### src/rtl/pe_mac_accum_pkg.sv
// pe_mac_accum_pkg -- shared definitions for the MAC processing element.
//   state_t    : FSM state encoding (IDLE, ACCUM, DRAIN, OUT)
//   DATA_W     : activation operand width
//   COEF_W     : weight operand width
//   PROD_W     : exact signed product width
//   ACC_WIDTH  : accumulator / psum width (equal to the product width)
package pe_mac_accum_pkg;

  localparam int DATA_W    = 16;
  localparam int COEF_W    = 16;
  localparam int PROD_W    = DATA_W + COEF_W;
  localparam int ACC_WIDTH = PROD_W;

  typedef enum logic [1:0] {
    IDLE  = 2'd0,
    ACCUM = 2'd1,
    DRAIN = 2'd2,
    OUT   = 2'd3
  } state_t;

endpackage

### src/rtl/booth_top.sv
// booth_top -- combinational signed 16x16 multiplier, radix-4 Booth recoding.
//   a : signed multiplicand (DATA_W)
//   b : signed multiplier   (COEF_W), recoded in overlapping 3-bit groups
//   p : exact signed product (PROD_W)
// The eight partial products are summed in one expression so synthesis can
// build the carry-save (Wallace) reduction tree.
module booth_top
  import pe_mac_accum_pkg::*;
(
  input  logic signed [DATA_W-1:0] a,
  input  logic signed [COEF_W-1:0] b,
  output logic signed [PROD_W-1:0] p
);

  logic        [COEF_W:0]   b_ext;
  logic signed [PROD_W-1:0] a_ext;
  logic signed [PROD_W-1:0] pp;
  logic signed [PROD_W-1:0] sum;

  always_comb begin
    b_ext = {b, 1'b0};
    a_ext = {{(PROD_W-DATA_W){a[DATA_W-1]}}, a};
    sum   = '0;
    pp    = '0;
    for (int i = 0; i < COEF_W/2; i++) begin
      // Booth digit in {-2,-1,0,+1,+2} selected by bits b[2i+1], b[2i], b[2i-1]
      unique case (b_ext[2*i +: 3])
        3'b001, 3'b010: pp = a_ext;
        3'b011:         pp = a_ext <<< 1;
        3'b100:         pp = -(a_ext <<< 1);
        3'b101, 3'b110: pp = -a_ext;
        default:        pp = '0;
      endcase
      sum = sum + (pp <<< (2*i));
    end
    p = sum;
  end

endmodule

### src/rtl/pe_mac_accum.sv
// pe_mac_accum -- multiply-accumulate processing element producing one psum
// from cfg_len operand beats.
//   clk, rst             : clock, synchronous active-high reset
//   in_valid / in_ready  : operand beat handshake
//   in_act, in_wgt       : signed 16-bit operands
//   psum_in, cfg_len     : initial accumulator and beat count, taken with the
//                          first beat only (cfg_len 0 means 1)
//   out_valid / out_ready: finished psum handshake
//   out_psum             : accumulated psum (wraps modulo 2^ACC_W)
//   busy                 : high whenever the FSM is not IDLE
module pe_mac_accum
  import pe_mac_accum_pkg::*;
#(
  parameter int LEN_W = 8,
  parameter int ACC_W = ACC_WIDTH
) (
  input  logic                    clk,
  input  logic                    rst,
  input  logic                    in_valid,
  output logic                    in_ready,
  input  logic signed [DATA_W-1:0] in_act,
  input  logic signed [COEF_W-1:0] in_wgt,
  input  logic signed [ACC_W-1:0]  psum_in,
  input  logic        [LEN_W-1:0]  cfg_len,
  output logic                    out_valid,
  input  logic                    out_ready,
  output logic signed [ACC_W-1:0]  out_psum,
  output logic                    busy
);

  function automatic logic signed [ACC_W-1:0] acc_wrap_add(
    input logic signed [ACC_W-1:0] a,
    input logic signed [ACC_W-1:0] b
  );
    // two's complement wrap, intentionally no saturation
    return a + b;
  endfunction

  state_t                    state;
  logic [LEN_W-1:0]          len;
  logic [LEN_W-1:0]          cnt;
  logic                      accept;
  logic                      out_valid_r;

  logic signed [DATA_W-1:0]  act_p0;
  logic signed [COEF_W-1:0]  wgt_p0;
  logic                      vld_p0;
  logic signed [PROD_W-1:0]  prod_mul;
  logic signed [PROD_W-1:0]  prod_p1;
  logic                      vld_p1;
  logic signed [ACC_W-1:0]   acc_p2;

  assign in_ready  = (state == IDLE) || (state == ACCUM);
  assign accept    = in_valid && in_ready;
  assign busy      = (state != IDLE);
  assign out_valid = out_valid_r;
  assign out_psum  = acc_p2;

  always_ff @(posedge clk) begin
    if (rst) begin
      state       <= IDLE;
      len         <= '0;
      cnt         <= '0;
      out_valid_r <= 1'b0;
    end else begin
      unique case (state)
        IDLE: begin
          if (accept) begin
            len <= (cfg_len == '0) ? LEN_W'(1) : cfg_len;
            cnt <= LEN_W'(1);
            state <= (cfg_len <= LEN_W'(1)) ? DRAIN : ACCUM;
          end
        end
        ACCUM: begin
          if (accept) begin
            cnt <= cnt + LEN_W'(1);
            if (cnt + LEN_W'(1) == len) state <= DRAIN;
          end
        end
        DRAIN: begin
          // all beats are in; the last product is the one in p1 with p0 empty
          if (vld_p1 && !vld_p0) begin
            state       <= OUT;
            out_valid_r <= 1'b1;
          end
        end
        OUT: begin
          if (out_ready) begin
            state       <= IDLE;
            out_valid_r <= 1'b0;
          end
        end
        default: state <= IDLE;
      endcase
    end
  end

  // ---- stage p0: operand register at the accept edge ----
  always_ff @(posedge clk) begin
    if (accept) begin
      act_p0 <= in_act;
      wgt_p0 <= in_wgt;
    end
  end

  booth_top u_mult (
    .a (act_p0),
    .b (wgt_p0),
    .p (prod_mul)
  );

  // ---- stage p1: product register ----
  always_ff @(posedge clk) begin
    prod_p1 <= prod_mul;
  end

  always_ff @(posedge clk) begin
    if (rst) begin
      vld_p0 <= 1'b0;
      vld_p1 <= 1'b0;
    end else begin
      vld_p0 <= accept;
      vld_p1 <= vld_p0;
    end
  end

  // ---- stage p2: accumulator, seeded by psum_in on the first beat ----
  always_ff @(posedge clk) begin
    if (rst) begin
      acc_p2 <= '0;
    end else if (state == IDLE && accept) begin
      acc_p2 <= psum_in;
    end else if (vld_p1) begin
      acc_p2 <= acc_wrap_add(acc_p2, prod_p1);
    end
  end

endmodule

### config.mk
export PLATFORM = sky130hd
export DESIGN_NAME = pe_mac_accum
export DESIGN_NICKNAME = d
export VERILOG_FILES = /design/src/rtl/pe_mac_accum_pkg.sv /design/src/rtl/booth_top.sv /design/src/rtl/pe_mac_accum.sv
export SDC_FILE = /design/constraint.sdc
export NUM_CORES = 1
export LEC_CHECK = 0
export CAP_MARGIN = 20
export CORE_MARGIN = 2
export CORE_UTILIZATION = 25
export DETAILED_ROUTE_END_ITERATION = 10
export GPL_TIMING_DRIVEN = 1
export HOLD_SLACK_MARGIN = 0.12
export PLACE_DENSITY = 0.44
export SLEW_MARGIN = 20
export SYNTH_ARGS = -nofsm -noshare
export SYNTH_HDL_FRONTEND = slang
export SYNTH_SLANG_ARGS = --single-unit
### constraint.sdc
create_clock -name clk -period 7 [get_ports clk]
set_input_delay 1.4 -clock clk [delete_from_list [all_inputs] [get_ports clk]]
set_output_delay 1.4 -clock clk [all_outputs]
set_load 0.03 [all_outputs]
==> results of run 1 <==
registers in the layout, summed over array words and instances, names as in the netlist:
name / flops
act_p0: 16
cnt: 8
len: 8
out_psum: 32
out_valid: 1
prod_p1: 32
state: 2
vld_p0: 1
vld_p1: 1
wgt_p0: 16
layout make-up:
type                       count  area, um2
sequential                   117       2663
timing repair buffer         271       2347
multi-input combinational   1592      12130
clock buffer                  20      479.2
clock inverter                12      106.4
fill                        6874      43870
inverter                     175      658.1
tap                          846       1059
metal layers:
metal / routed length [um] / vias to the layer above
met5: 0 / -
met4: 1710 / 0
met3: 4624 / 94
met2: 29770 / 665
met1: 30820 / 7724
li1: - / 7513
per-stage QoR:
| step | util | instance area, um2 | TNS, ns | instances |
|---|---|---|---|---|
| floorplan | - | 16050 | 0 | 2054 |
| global placement | 0.2966 | 18780 | -0.04987 | 2998 |
| detailed placement | 0.2966 | 18780 | -0.1598 | 2998 |
| CTS | 0.3060 | 19370 | 0 | 3030 |
| global route | 0.3070 | 19440 | 0 | 3033 |
| finish | 0.3070 | 19440 | 0 | 3033 |
repair_timing:
item | CTS | global route
setup buffers | 0 | 3
endpoints found under the setup margin | 3 | 8
hold buffers | 0 | 0
pin swaps | 1 | 4
resized for setup | 2 | 14
cell usage after synthesis (all sizes together) (28+ instances only):
cell type  instances  share of area
edfxtp            32          0.060
clkbuf           143          0.034
mux2i             45          0.028
inv              170          0.040
a21o              28          0.013
o21ai            154          0.048
o22ai             28          0.011
ha                85          0.066
nor2             173          0.040
xor2              33          0.018
dfxtp             85           0.11
a221oi            52          0.028
xnor2             94          0.052
a22oi             29          0.014
nand2            193          0.045
a21oi            206          0.064
fa               132           0.16
final timing paths:
check,endpoint,slack [ns]
setup / recovery,prod_p1[30],0.33
hold / removal,vld_p1,0.48
setup reg to reg,prod_p1[30],0.33
hold reg to reg,vld_p1,0.48
kinds of logic after synthesis:
group / after synthesis
adders and majority gates: 217
and+or+nand+nor: 512
xor gates and xnor gates: 127
AOI/OAI and AO/OA: 685
DFF: 117
buffers and inverters: 345
muxes: 51
==> flow_summary.ini, run 1 <==
[worst_setup_path]
crit_path_cell_trace = buf_12, nor4_1, buf_4, nand4_1, buf_4, nand2_1, o22ai_1, a22oi_1, o21ai_0, fa_1, fa_1, fa_1, fa_1, ha_1, o21a_1, o21ai_1, or3_1, o21ai_0, o32ai_2, o21ai_2, buf_4, a211o_1
crit_type = reg -> reg
max_stage_delay_ns = 0.76
crit_top_cell = fa_1
crit_slowest_cell = nor4_1
worst-path-max-fanout = 21
worst-path-stages = 22
cp-startpoint = act_p0[12]
start_kind = flip-flop
critPathArrivalTime_ns = 7.05
r2r_cells = 22
critPathRequiredTime_ns = 7.37
reg2reg_from = act_p0[12]
critPathBufInv = 4
end_kind = flip-flop
cpLargestDelayFamily = adder cells

[global_route]
busiest_layer = met2
grt_use_met2 = 0.3195
grt_use_total = 0.2015
overflow = 0
grt_max_degree = 61
met1_usage = 0.2799
antenna_found_initial = 1
grt_pass1_wl_um = 100700
grt_util_met3 = 0.03300
grt_pass1_vias = 15650

[clocking]
cts_max_path_buffers = 2
insertion_delay_ns = 0.51
cts_tree = done
clk_pin_slew_ns = 0.07
cts_buffers = 17
clkSinkCount = 117
htreeDepth = 4
cts-root-buf = clkbuf_16

[sta]
fin_skew_ns = 0.03225
hold_violations = 0
drv_slew = 0
fin_ws_ns = 0.3251
finalCritPeriodShare = 0.9536
rsz0062_at_grt = no
max_freq_ghz = 0.1498
relSlewSlack = 0.3194
worstMarginPinSlew_ns = 1.014
min_period_ns = 6.675
setup_viol = 0
whs_ns = 0.4768

[floorplan]
start_util = 0.2535
pin_count = 111
chipHeight_um = 257.4
coreArea_um2 = 63310
die-area_um2 = 66230
die_x_um = 257.4
rows = 92

[detailed_routing]
first_iter_violations = 1399
vias = 16000
post_drt_wl_per_cell_um = 22.07
drtPass1Iterations = 6
drc = 0
vias_per_cell = 5.274
drt_wl_total_um = 66930
ant_nets = 0

[final_layout]
final_common_cell = a21oi_1
syn2layout_area_growth_pct = 21.14
layout_common_cells = a21oi_1 (206), nand2_1 (192), nor2_1 (172)
nets = 2467
antenna_cells = 0
drive_above_1_share = 0.1111

[place]
dp_slack_ns = -0.09492
dpl.hpwl_um = 51480
place.gp.congestion = 0.9111
port-buffer-count = 110

[synthesis]
yosys.area_share.xor_xnor = 0.06979
seq_area_frac_synth = 0.1659
synth-compound-area-share = 0.2758
synth.area.mux_share = 0.03298
postSynth.asyncResetShare = 0
ys_seq_elements = 117
syn_inst = 2054
synth_area_um2 = 16050
ys_types = 75
yosys_warnings = 0
synth_fa_ha_area_frac = 0.2310
synth_edf_count = 32
synthesis.nets = 2347
synth_top_family_by_area = compound AO/OA/AOI/OAI gates
yosys.area_share.simple = 0.1426
synth-main-ff-cell = dfxtp_1
syn_avg_cell_area_um2 = 7.812

[hold_path]
hold_class = reg -> reg
hp-start = vld_p0
worstHoldPathCells = 1

[run]
maxCapViolCount = 0

[status]
outcome = completed
Power of run 1 is left out: the tool's default activity adds up to more than one toggle a clock period on the data nets, which glitch-free logic cannot reach.
==> run 2: changes to the inputs <==
--- a/config.mk
+++ b/config.mk
@@ -5,6 +5,7 @@
 export SDC_FILE = /design/constraint.sdc
 export NUM_CORES = 1
 export LEC_CHECK = 0
+export ABC_AREA = 1
 export CAP_MARGIN = 20
 export CORE_MARGIN = 2
 export CORE_UTILIZATION = 25
==> flow_summary.ini, run 2 <==
[synthesis]
syn_avg_cell_area_um2 = 7.453
syn_inst = 1965
ys_seq_elements = 117
yosysTopAreaCell = fa_1
yosys_warnings = 0
postSynth.asyncResetShare = 0
yosys.cell_count.top_type = inv_1
synthesis.nets = 2258
synth_edf_count = 32
ys_types = 55
synth_common_cells = inv_1 (319), nand2_1 (289), a21oi_1 (190)
synth-main-ff-cell = dfxtp_1
seq_area_frac_synth = 0.1818
synth_top_area_share = 0.1804
synth_area_um2 = 14650
synth_area_leaders = fa_1 (18%), dfxtp_1 (12%), inv_1 (8.2%)

[global_route]
grt_max_degree = 56
grt_use_total = 0.2070
grt_pass1_vias = 14960
overflow = 0
grt_pass1_wl_um = 93660
antenna_found_initial = 0

[detailed_routing]
drtPass1Iterations = 5
vias_per_cell = 5.127
drt_wl_total_um = 62230
post_drt_wl_per_cell_um = 21.83
ant_nets = 0
drc = 0
vias = 14620
first_iter_violations = 1275

[clocking]
clk_pin_slew_ns = 0.07
hold_buffers = 0
htreeDepth = 4
cts_buffers = 17
clkSinkCount = 117
cts_max_path_buffers = 2
insertion_delay_ns = 0.47
cts_tree = done
cts-root-buf = clkbuf_16

[final_layout]
layout_common_cells = inv_1 (319), nand2_1 (289), a21oi_1 (190)
final_area_um2 = 17440
syn2layout_area_growth_pct = 19.09
drive_above_1_share = 0.08293
antenna_cells = 0
nets = 2366
final_common_cell = inv_1

[sta]
worstMarginPinSlew_ns = 1.023
max_freq_ghz = 0.1574
rsz0062_at_grt = no
whs_ns = 0.4360
relSlewSlack = 0.3174
fin_ws_ns = 0.6455
drv_slew = 0
finalCritPeriodShare = 0.9078
min_period_ns = 6.354
fin_skew_ns = 0.01653
tns_ns = 0
hold_violations = 0
setup_viol = 0

[run]
maxCapViolCount = 0

[worst_setup_path]
critPathRequiredTime_ns = 7.38
end_kind = flip-flop
start_kind = flip-flop
crit_type = reg -> reg
worst-path-max-fanout = 9
critPathArrivalTime_ns = 6.73

[place]
place.gp.congestion = 0.9778
dp_slack_ns = 0.2525
port-buffer-count = 110
dpl.hpwl_um = 49360
post_dp_cell_area_um2 = 16780

[floorplan]
die-area_um2 = 60530
coreArea_um2 = 57810
chipHeight_um = 246.0
rows = 88
start_util = 0.2534
pin_count = 111
die_x_um = 246.0

[hold_path]
hold_class = reg -> reg

[status]
outcome = completed
-- run 2: cell types whose count changed in the layout (fill, tap and decap cells not counted), moves of 21 or more --
cell / before / now
a211oi_1: 24 / 1
a21o_1: 28 / 7
a221oi_1: 52 / 30
a22oi_1: 29 / 2
buf_4: 158 / 58
inv_1: 167 / 319
mux2i_1: 45 / 0
nand2_1: 192 / 289
nand3_1: 23 / 84
nor2_1: 172 / 123
o22ai_1: 28 / 97
xnor2_1: 91 / 16
-- run 2: through the flow --
stage / util / std cells
finish: 0.3017 / 2851
global route: 0.3017 / 2851
CTS: 0.3014 / 2850
detailed placement: 0.2903 / 2818
global placement: 0.2903 / 2818
floorplan: - / 1965
-- run 2: timing repair --
item	CTS	global route
resized for setup	0	2
setup buffers	0	1
endpoints found under the setup margin	0	4
-- run 2: cells by family (layout without fill, tap and decap cells) --
family / after synthesis / after routing / share of synthesized area
AOI/OAI and AO/OA: 566 / 566 / 0.2324
adders and majority gates: 217 / 217 / 0.2531
DFF: 117 / 117 / 0.1818
xor gates and xnor gates: 48 / 48 / 0.02871
buffers and inverters: 420 / 541 / 0.1121
and+or+nand+nor: 597 / 597 / 0.1920
-- run 2: routing by layer --
layer | wire (um) | vias to the layer above | track usage | part of all wire
li1 | - | 6885 | - | -
met1 | 27190 | 6924 | 0.2685 | 0.44
met2 | 27410 | 657 | 0.3237 | 0.44
met3 | 5043 | 152 | 0.05327 | 0.081
met4 | 2578 | 0 | 0.08877 | 0.041
met5 | 0 | - | 0 | 0
-- run 2: path summary, 6_finish.rpt --
| path | start | end | slack [ns] | depth (start not counted) |
|---|---|---|---|---|
| min | vld_p0 | vld_p1 | 0.44 | 2 |
| max | act_p0[0] | prod_p1[27] | 0.65 | 22 |
| min reg2reg | vld_p0 | vld_p1 | 0.44 | 2 |
| max reg2reg | act_p0[0] | prod_p1[27] | 0.65 | 22 |
-- run 2: critical path: stages (launching register included) --
cell      delay, ns
edfxtp_1       0.49
inv_2          0.18
ha_1           0.26
nand2_4        0.11
inv_2          0.08
nand2_2        0.06
nor2_2         0.11
nand4_1        0.13
o21ai_0        0.20
nand2_1        0.18
o21ai_0        0.64
fa_1           0.58
fa_1           0.48
fa_1           0.54
inv_1          0.06
fa_1           0.54
inv_1          0.04
ha_1           0.37
nand2_1        0.12
nor2_1         0.20
nand2_1        0.12
o31ai_1        0.53
xor2_1         0.26
-- run 2: cell type report --
type / count / area, um2
tap: 765 / 957.2
multi-input combinational: 1428 / 10360
timing repair buffer: 168 / 1536
clock buffer: 18 / 450.4
fill: 6351 / 40370
clock inverter: 14 / 186.4
inverter: 341 / 1291
sequential: 117 / 2663
Power of run 2 is left out for the same reason.
==> run 3: changes to the inputs <==
--- a/config.mk
+++ b/config.mk
@@ -13,6 +13,7 @@
 export GPL_TIMING_DRIVEN = 1
 export HOLD_SLACK_MARGIN = 0.12
 export PLACE_DENSITY = 0.44
+export SKIP_CTS_REPAIR_TIMING = 1
 export SLEW_MARGIN = 20
 export SYNTH_ARGS = -nofsm -noshare
 export SYNTH_HDL_FRONTEND = slang
==> results of run 3 <==
No change in the layout: final DEF, timing and power equal those of run 2.
Power of run 3 is left out for the same reason.
